[src/rtl/proj_seq_ctrl.sv]
// proj_seq_ctrl -- read-level sequencing controller for the seeding pipeline.
//
// Walks one read through: k-mer buffer fill, per-base hashing with a running
// k-mer start index, pipeline drain, wait for the sorter, and one extender
// launch per minimiser slot.
//
// Ports
//   clk, rst_n         : clock (rising edge), asynchronous active-low reset
//   start              : begin one read (honoured only in IDLE)
//   in_valid/in_ready  : upstream base handshake; base_en = accepted base
//   idx_valid, idx     : k-mer signature valid for the sorter, k-mer start index
//   start_over         : end-of-read pulse to counter, buffer and sorter
//   sort_valid         : sorter has its minimiser indices ready
//   ext_go, ext_sel    : launch the extender on sorted slot ext_sel
//   ext_done, fm_wait  : extender finished slot / FM memory busy
//   busy, done, err    : not-idle, read-complete pulse, sort-timeout pulse
module proj_seq_ctrl #(
    parameter int READ_LEN  = 150,
    parameter int KMER_LEN  = 16,
    parameter int NUM_MINS  = 4,
    parameter int DRAIN_CYC = 3,
    parameter int SORT_TMO  = 255,
    localparam int IDX_W    = $clog2(READ_LEN),
    localparam int SEL_W    = (NUM_MINS > 1) ? $clog2(NUM_MINS) : 1
) (
    input  logic             clk,
    input  logic             rst_n,
    input  logic             start,
    input  logic             in_valid,
    output logic             in_ready,
    output logic             base_en,
    output logic             idx_valid,
    output logic [IDX_W-1:0] idx,
    output logic             start_over,
    input  logic             sort_valid,
    output logic             ext_go,
    output logic [SEL_W-1:0] ext_sel,
    input  logic             ext_done,
    input  logic             fm_wait,
    output logic             busy,
    output logic             done,
    output logic             err
);

    localparam int FILL_W = $clog2(KMER_LEN) + 1;
    localparam int DRN_W  = $clog2(DRAIN_CYC) + 1;
    localparam int TMO_W  = $clog2(SORT_TMO) + 1;

    localparam logic [FILL_W-1:0] FILL_LAST = FILL_W'((KMER_LEN > 1) ? (KMER_LEN - 2) : 0);
    localparam logic [IDX_W-1:0]  HASH_LAST = IDX_W'(READ_LEN - KMER_LEN);
    localparam logic [DRN_W-1:0]  DRN_LAST  = DRN_W'(DRAIN_CYC - 1);
    localparam logic [TMO_W-1:0]  TMO_LAST  = TMO_W'(SORT_TMO - 1);
    localparam logic [SEL_W-1:0]  SEL_LAST  = SEL_W'(NUM_MINS - 1);

    typedef enum logic [2:0] {
        ST_IDLE  = 3'd0,
        ST_FILL  = 3'd1,
        ST_HASH  = 3'd2,
        ST_DRAIN = 3'd3,
        ST_SORTW = 3'd4,
        ST_EXT   = 3'd5,
        ST_EXTW  = 3'd6,
        ST_FIN   = 3'd7
    } state_t;

    state_t            state_r, state_s;
    logic [FILL_W-1:0] fill_cnt_r, fill_cnt_s;
    logic [IDX_W-1:0]  hash_cnt_r, hash_cnt_s;
    logic [DRN_W-1:0]  drain_cnt_r, drain_cnt_s;
    logic [TMO_W-1:0]  tmo_cnt_r, tmo_cnt_s;
    logic [SEL_W-1:0]  ext_sel_r, ext_sel_s;
    logic [IDX_W-1:0]  idx_r, idx_s;
    logic              in_ready_r, in_ready_s;
    logic              idx_valid_r, idx_valid_s;
    logic              start_over_r, start_over_s;
    logic              ext_go_r, ext_go_s;
    logic              busy_r, busy_s;
    logic              done_r, done_s;
    logic              err_r, err_s;
    logic              accept_s;

    // in_ready_r mirrors "state is FILL or HASH", so this is the real handshake.
    assign accept_s = in_ready_r & in_valid;

    assign in_ready   = in_ready_r;
    assign base_en    = accept_s;
    assign idx_valid  = idx_valid_r;
    assign idx        = idx_r;
    assign start_over = start_over_r;
    assign ext_go     = ext_go_r;
    assign ext_sel    = ext_sel_r;
    assign busy       = busy_r;
    assign done       = done_r;
    assign err        = err_r;

    // Next-state and next-output decode; every registered output is computed here.
    always_comb begin
        state_s      = state_r;
        fill_cnt_s   = fill_cnt_r;
        hash_cnt_s   = hash_cnt_r;
        drain_cnt_s  = drain_cnt_r;
        tmo_cnt_s    = tmo_cnt_r;
        ext_sel_s    = ext_sel_r;
        idx_s        = idx_r;
        idx_valid_s  = 1'b0;
        start_over_s = 1'b0;
        ext_go_s     = 1'b0;
        done_s       = 1'b0;
        err_s        = 1'b0;

        case (state_r)
            ST_IDLE: begin
                if (start) begin
                    fill_cnt_s = '0;
                    hash_cnt_s = '0;
                    idx_s      = '0;
                    ext_sel_s  = '0;
                    // A one-base k-mer is complete on its first base: no fill phase.
                    state_s    = (KMER_LEN > 1) ? ST_FILL : ST_HASH;
                end else begin
                    state_s = ST_IDLE;
                end
            end
            ST_FILL: begin
                if (accept_s) begin
                    if (fill_cnt_r == FILL_LAST) begin
                        fill_cnt_s = '0;
                        state_s    = ST_HASH;
                    end else begin
                        fill_cnt_s = fill_cnt_r + FILL_W'(1);
                    end
                end else begin
                    fill_cnt_s = fill_cnt_r;
                end
            end
            ST_HASH: begin
                if (accept_s) begin
                    // The signature reflects the base just shifted in, so it is
                    // presented the cycle after acceptance together with its index.
                    idx_valid_s = 1'b1;
                    idx_s       = hash_cnt_r;
                    if (hash_cnt_r == HASH_LAST) begin
                        start_over_s = 1'b1;
                        drain_cnt_s  = '0;
                        state_s      = ST_DRAIN;
                    end else begin
                        hash_cnt_s = hash_cnt_r + IDX_W'(1);
                    end
                end else begin
                    hash_cnt_s = hash_cnt_r;
                end
            end
            ST_DRAIN: begin
                if (drain_cnt_r == DRN_LAST) begin
                    tmo_cnt_s = '0;
                    state_s   = ST_SORTW;
                end else begin
                    drain_cnt_s = drain_cnt_r + DRN_W'(1);
                end
            end
            ST_SORTW: begin
                if (sort_valid) begin
                    state_s = ST_EXT;
                end else if (tmo_cnt_r == TMO_LAST) begin
                    err_s   = 1'b1;
                    state_s = ST_IDLE;
                end else begin
                    tmo_cnt_s = tmo_cnt_r + TMO_W'(1);
                end
            end
            ST_EXT: begin
                if (!fm_wait) begin
                    ext_go_s = 1'b1;
                    state_s  = ST_EXTW;
                end else begin
                    state_s = ST_EXT;
                end
            end
            ST_EXTW: begin
                if (ext_done) begin
                    if (ext_sel_r == SEL_LAST) begin
                        state_s = ST_FIN;
                    end else begin
                        ext_sel_s = ext_sel_r + SEL_W'(1);
                        state_s   = ST_EXT;
                    end
                end else begin
                    state_s = ST_EXTW;
                end
            end
            ST_FIN: begin
                done_s  = 1'b1;
                state_s = ST_IDLE;
            end
            default: begin
                state_s = ST_IDLE;
            end
        endcase

        in_ready_s = (state_s == ST_FILL) || (state_s == ST_HASH);
        busy_s     = (state_s != ST_IDLE);
    end

    // State, counters and registered outputs; reset abandons any read silently.
    always_ff @(posedge clk or negedge rst_n) begin
        if (!rst_n) begin
            state_r      <= ST_IDLE;
            fill_cnt_r   <= '0;
            hash_cnt_r   <= '0;
            drain_cnt_r  <= '0;
            tmo_cnt_r    <= '0;
            ext_sel_r    <= '0;
            idx_r        <= '0;
            in_ready_r   <= 1'b0;
            idx_valid_r  <= 1'b0;
            start_over_r <= 1'b0;
            ext_go_r     <= 1'b0;
            busy_r       <= 1'b0;
            done_r       <= 1'b0;
            err_r        <= 1'b0;
        end else begin
            state_r      <= state_s;
            fill_cnt_r   <= fill_cnt_s;
            hash_cnt_r   <= hash_cnt_s;
            drain_cnt_r  <= drain_cnt_s;
            tmo_cnt_r    <= tmo_cnt_s;
            ext_sel_r    <= ext_sel_s;
            idx_r        <= idx_s;
            in_ready_r   <= in_ready_s;
            idx_valid_r  <= idx_valid_s;
            start_over_r <= start_over_s;
            ext_go_r     <= ext_go_s;
            busy_r       <= busy_s;
            done_r       <= done_s;
            err_r        <= err_s;
        end
    end

endmodule
[config.mk]
export PLATFORM = sky130hd
export DESIGN_NAME = proj_seq_ctrl
export DESIGN_NICKNAME = d
export VERILOG_FILES = /design/src/rtl/proj_seq_ctrl.sv
export SDC_FILE = /design/constraint.sdc
export NUM_CORES = 1
export LEC_CHECK = 0
export CAP_MARGIN = 10
export CELL_PAD_IN_SITES_DETAIL_PLACEMENT = 1
export CELL_PAD_IN_SITES_GLOBAL_PLACEMENT = 2
export CORE_ASPECT_RATIO = 1.25
export CORE_MARGIN = 4
export CORE_UTILIZATION = 40
export CTS_CLUSTER_SIZE = 25
export DETAILED_ROUTE_END_ITERATION = 8
export DONT_BUFFER_PORTS = 1
export PLACE_DENSITY = 0.75
export SKIP_LAST_GASP = 1
export SLEW_MARGIN = 20
export SYNTH_ARGS = -nofsm -noshare
export SYNTH_HDL_FRONTEND = slang
export SYNTH_SLANG_ARGS = --single-unit
[constraint.sdc]
create_clock -name clk -period 2.6 [get_ports clk]
set_input_delay 0.39 -clock clk [delete_from_list [all_inputs] [get_ports clk]]
set_output_delay 0.39 -clock clk [all_outputs]
set_load 0.02 [all_outputs]
Yosys cells after proc, flatten, opt, wreduce, memory -nomap -nowiden --
Cells that the tools add are included.
Storage, ports and cells: register bits 45, input port bits 7, output and inout bits 18, logic and storage cells 104
Operators by class: add/sub/neg operators 5, equal/unequal tests 25, muxes and demuxes 45, bitwise logic cells 1, reductions and logical operators 14
Operator list (number):
- 2-to-1 mux 3 bit | 11
- 2-to-1 mux 8 bit | 4
- one-hot mux 8 bit (2 select lines) | 2
- 2-to-1 mux 9 bit | 3
- one-hot mux 3 bit (8 select lines) | 1
- != test 2 bit (second input constant) | 11
- one-hot mux 9 bit (2 select lines) | 1
- AND reduction 4 bit | 4
- 2-to-1 mux 5 bit | 3
- equality test 3 x 2 -> 1 bit (second input constant) | 4
- equality test 3 bit (second input constant) | 4
- 2-to-1 mux 1 bit | 12
- 2-to-1 mux 2 bit | 5
- one-hot mux 5 bit (2 select lines) | 1
- nonzero test 2 bit | 5
- adder 9 x 1 -> 9 bit (second input constant) | 1
- equality test 9 x 8 -> 1 bit (second input constant) | 1
- adder 8 x 1 -> 8 bit (second input constant) | 1
- equality test 8 bit (second input constant) | 1
- equality test 3 x 1 -> 1 bit (second input constant) | 2
- one-hot mux 3 bit (2 select lines) | 1
- AND reduction 3 bit | 2
- adder 5 x 1 -> 5 bit (second input constant) | 1
- equality test 5 x 4 -> 1 bit (second input constant) | 1
- 8 further kinds | 8

Logic depth before layout (Yosys ltp) --
depth after elaboration 6, depth in mapped cells 7

Worst setup path after synthesis --
OpenSTA, ideal clock, no wires.
kind register to register, from reg ext_sel_r[0], in the netlist ext_sel[0], to reg in_ready_r, in the netlist in_ready, setup time 0.120 ns, arrival time 1.957 ns, required time 2.480 ns, setup slack 0.523 ns, cell stages (with the launch flop) 7, cells stage by stage dfrtp_1 ha_1 nand2b_1 o211a_1 or4_4 or3_1 and4_1
On the way: cells in the longest elaborated chain, start to end 6, elaborated cells between the ends (all ways) 7
RTL lines:
- start: declaration | line 71 | logic [SEL_W-1:0] ext_sel_r, ext_sel_s;
- start signal: assignment | line 227 | ext_sel_r <= ext_sel_s;
- equality test 2 bit * | line 181 | if (ext_sel_r == SEL_LAST) begin
- 2-to-1 mux 2 bit * | line 181
- 2-to-1 mux 3 bit * | line 180 | if (ext_done) begin
- one-hot mux 3 bit (8 select lines) * | line 111 | case (state_r)
- via state_s[1] | line 66 | state_t state_r, state_s;
- equality test 3 x 1 -> 1 bit / equality test 3 x 2 -> 1 bit (equally long branches) | line 200 | in_ready_s = (state_s == ST_FILL) || (state_s == ST_HASH);
- logical OR 1 bit * | line 200
- via in_ready_s | line 73 | logic in_ready_r, in_ready_s;
- end signal: assignment | line 229 | in_ready_r <= in_ready_s;
- end: declaration | line 73
The timed path passes the listed nets; every way through them passes the cells marked *. A chain may end at the register's enable or synchronous reset.

Worst setup path in the final report --
Same ends and word-level chain as after synthesis.

==> impl_metrics.py <==
metrics = {
    "floorplan": {
        "initial_utilization_pct": 40.8,
        "die_h_um": 93.9,
        "dieArea_um2": 7200,
        "core-area_um2": 5780,
        "rows": 31,
        "chipWidth_um": 76.7,
        "io_pins": 25,
    },
    "cts": {
        "cts_sinks": 45,
        "cts_tree": "yes",
        "root_buffer": "clkbuf_8",
        "htreeDepth": 2,
        "clkTransAtPathRegs_ns": 0.09,
        "cts_buffers": 5,
        "clock_latency_ns": 0.30,
        "cts_setup_buffers": 0,
        "cts_buffer_depth": 2,
    },
    "sta": {
        "max-slew-margin-rel_pct": 60.5,
        "tightest_slew_ns": 0.591,
        "fmax_ghz": 0.457,
        "post-route-period-util_pct": 84.1,
        "tns_ns": 0,
        "hold_violations": 0,
        "rsz0062_at_grt": "false",
        "holdWs_ns": 0.165,
        "report.final.slew_viol_count": 0,
        "finalSetupViolations": 0,
        "fin_worst_skew_ns": 0.00653,
        "final.min_clock_period_ns": 2.19,
    },
    "setup_path": {
        "crit_family": "simple AND/OR/NAND/NOR gates",
        "cp.required_ns": 2.80,
        "critPathBufInv": 0,
        "r2r-end": "in_ready$_DFF_PN0_",
        "arrival_ns": 2.38,
        "path_cells": "ha_1 > nand2b_1 > o211a_1 > or4_4 > or3_1 > and4_1",
        "worstReg2RegStart": "ext_sel[0]$_DFFE_PN0P_",
        "critPathLaunchType": "register",
        "crit_type": "reg2reg",
        "reg2reg_depth": 6,
        "endpoint_kind": "register",
        "reg2reg_setup_slack_ns": 0.41,
        "crit_slowest_cell": "dfrtp_1",
        "crit_path_max_fanout": 5,
        "path_depth": 6,
        "slowest_delay_ns": 0.50,
    },
    "layout": {
        "drive_above_1_share_pct": 10.5,
        "utilization_pct": 44.5,
        "final_cell_mix": "45 x dfrtp_1, 23 x o21ai_0, 22 x nor2_1",
        "nNetsFinal": 262,
        "diodes": 0,
        "final_common_cell": "dfrtp_1",
        "syn_to_final_growth_pct": 9.01,
    },
    "route": {
        "first_pass_iters": 4,
        "drt_first_iter_violations": 57,
        "drc_errors": 0,
        "via_per_inst": 5.62,
        "wl_per_cell_um": 16.7,
        "ant_nets": 0,
        "vias": 1760,
        "wl_um": 5220,
    },
    "synth": {
        "synth_seq_area_share_pct": 47.7,
        "syn_avg_cell_area_um2": 9.87,
        "yosys_warnings": 0,
        "netlist_instances": 239,
        "synth-async-reset-ratio_pct": 100,
        "synthesis.nets": 255,
        "synthFlopType": "dfrtp_1",
        "synth_edf_count": 0,
        "synth_area_um2": 2360,
        "synth.distinct_cells": 50,
        "synth-seq-cells": 45,
    },
    "min_path": {
        "hp-class": "in2reg",
        "hold_depth": 1,
        "whs_endpoint": "ext_go$_DFF_PN0_",
        "hp-start": "fm_wait",
    },
    "global_route": {
        "antenna_found_initial": 0,
        "track_usage_pct": 15.6,
        "grt_pass1_wl_um": 9010,
        "grt_pass1_vias": 1800,
        "grt_max_degree": 46,
        "gr-total-overflow": 0,
    },
    "placed_design": {
        "port-buffer-count": 0,
        "gp_congestion": 0.802,
        "dpl.hpwl_um": 3760,
    },
    "job": {
        "drv_cap": 0,
    },
    "power_and_ir_drop": {
        "power.density_nw_per_um2": 855,
        "ir_drop_mv": 0.354,
        "p_leak_nw": 1.15,
    },
    "status": {
        "outcome": "complete, no violations",
    },
}
==> Yosys cell counts, types with 3 or more instances <==
cell      number  share of area [%]
nor2_1        22                3.5
a21oi_1        4               0.85
nand4b_1       4                1.5
nand3_1       18                3.8
a211oi_1       3               0.95
nand2b_1       3               0.80
ha_1           9                4.8
and4_1         3                1.1
nor2b_1        3               0.80
clkbuf_1       3               0.48
or3_1          6                1.6
xnor2_1        3                1.1
nand2_1       17                2.7
o31ai_1        3               0.95
o21ai_0       23                4.9
dfrtp_1       45                 48
inv_1         18                2.9
xor2_1        10                3.7
==> metal layers <==
metal  part of all wire [%]  GRT usage (%)  vias up  wire (µm)
li1                       -              -      860          -
met1                     43           17.8      876       2270
met2                     52           28.3       19       2710
met3                    3.4           3.36        5        175
met4                    1.3           5.89        0         70
met5                      0              0        -          0
==> power by group <==
part | switching [mW] | internal, mW | total (mW)
clock | 0.243 | 0.241 | 0.484
sequential | 0.191 | 0.801 | 0.992
combinational | 0.435 | 0.289 | 0.724
total | 0.869 | 1.33 | 2.20
==> kinds of logic after synthesis <==
kind of cell / Yosys count / share of synthesized area [%]
XOR/XNOR: 13 / 4.83
AO/OA/AOI/OAI: 49 / 13.8
flip-flops: 45 / 47.7
adder cells (fa/ha/maj): 9 / 4.77
multiplexers: 2 / 0.901
buffers and inverters: 24 / 4.51
AND/OR/NAND/NOR: 97 / 23.5
==> worst reg2reg max path: cells and delay by family (launching register included) <==
kind	cells	cell delay (ns)
AOI/OAI and AO/OA	1	0.22
adders and majority gates	1	0.24
and+or+nand+nor	4	1.13
DFF	1	0.50
==> through the flow <==
step	area, µm²	std cells	power (mW)	worst slack (ns)
6_report	2570	313	2.20	0.413
3_5_place_dp	2430	303	1.72	0.434
3_3_place_gp	2430	303	1.70	0.470
4_1_cts	2570	313	2.23	0.418
5_1_grt	2570	313	2.37	0.345
2_1_floorplan	2360	239	1.52	0.523
==> how the worst max path moves through the flow <==
stage                           start                  to
6_report       ext_sel[0]$_DFFE_PN0P_  in_ready$_DFF_PN0_
5_1_grt        ext_sel[0]$_DFFE_PN0P_  in_ready$_DFF_PN0_
4_1_cts        ext_sel[0]$_DFFE_PN0P_  in_ready$_DFF_PN0_
3_5_place_dp   ext_sel[0]$_DFFE_PN0P_  in_ready$_DFF_PN0_
3_3_place_gp   ext_sel[0]$_DFFE_PN0P_  in_ready$_DFF_PN0_
2_1_floorplan  ext_sel[0]$_DFFE_PN0P_  in_ready$_DFF_PN0_
==> sequential cells by signal, indices dropped and copies added (netlist names), 2 cells and up <==
signal	count
drain_cnt_r	3
hash_cnt_r	8
ext_sel	2
state_r	3
idx	8
tmo_cnt_r	9
fill_cnt_r	5
==> repair_timing <==
item / in CTS / in global routing
setup endpoints to repair: 0 / 0
resized for setup: 0 / 0
hold buffers: 2 / 0
endpoints found under the hold margin: 45 / 0
==> final cells by class <==
| type | instances | area, µm² |
|---|---|---|
| multi-input combinational | 170 | 1130 |
| clock buffer | 7 | 96.3 |
| fill | 677 | 3210 |
| sequential | 45 | 1130 |
| inverter | 18 | 67.6 |
| clock inverter | 1 | 5.00 |
| tap | 66 | 82.6 |
| timing repair buffer | 6 | 67.6 |
Note: power is estimated with default switching activity, not from simulation.
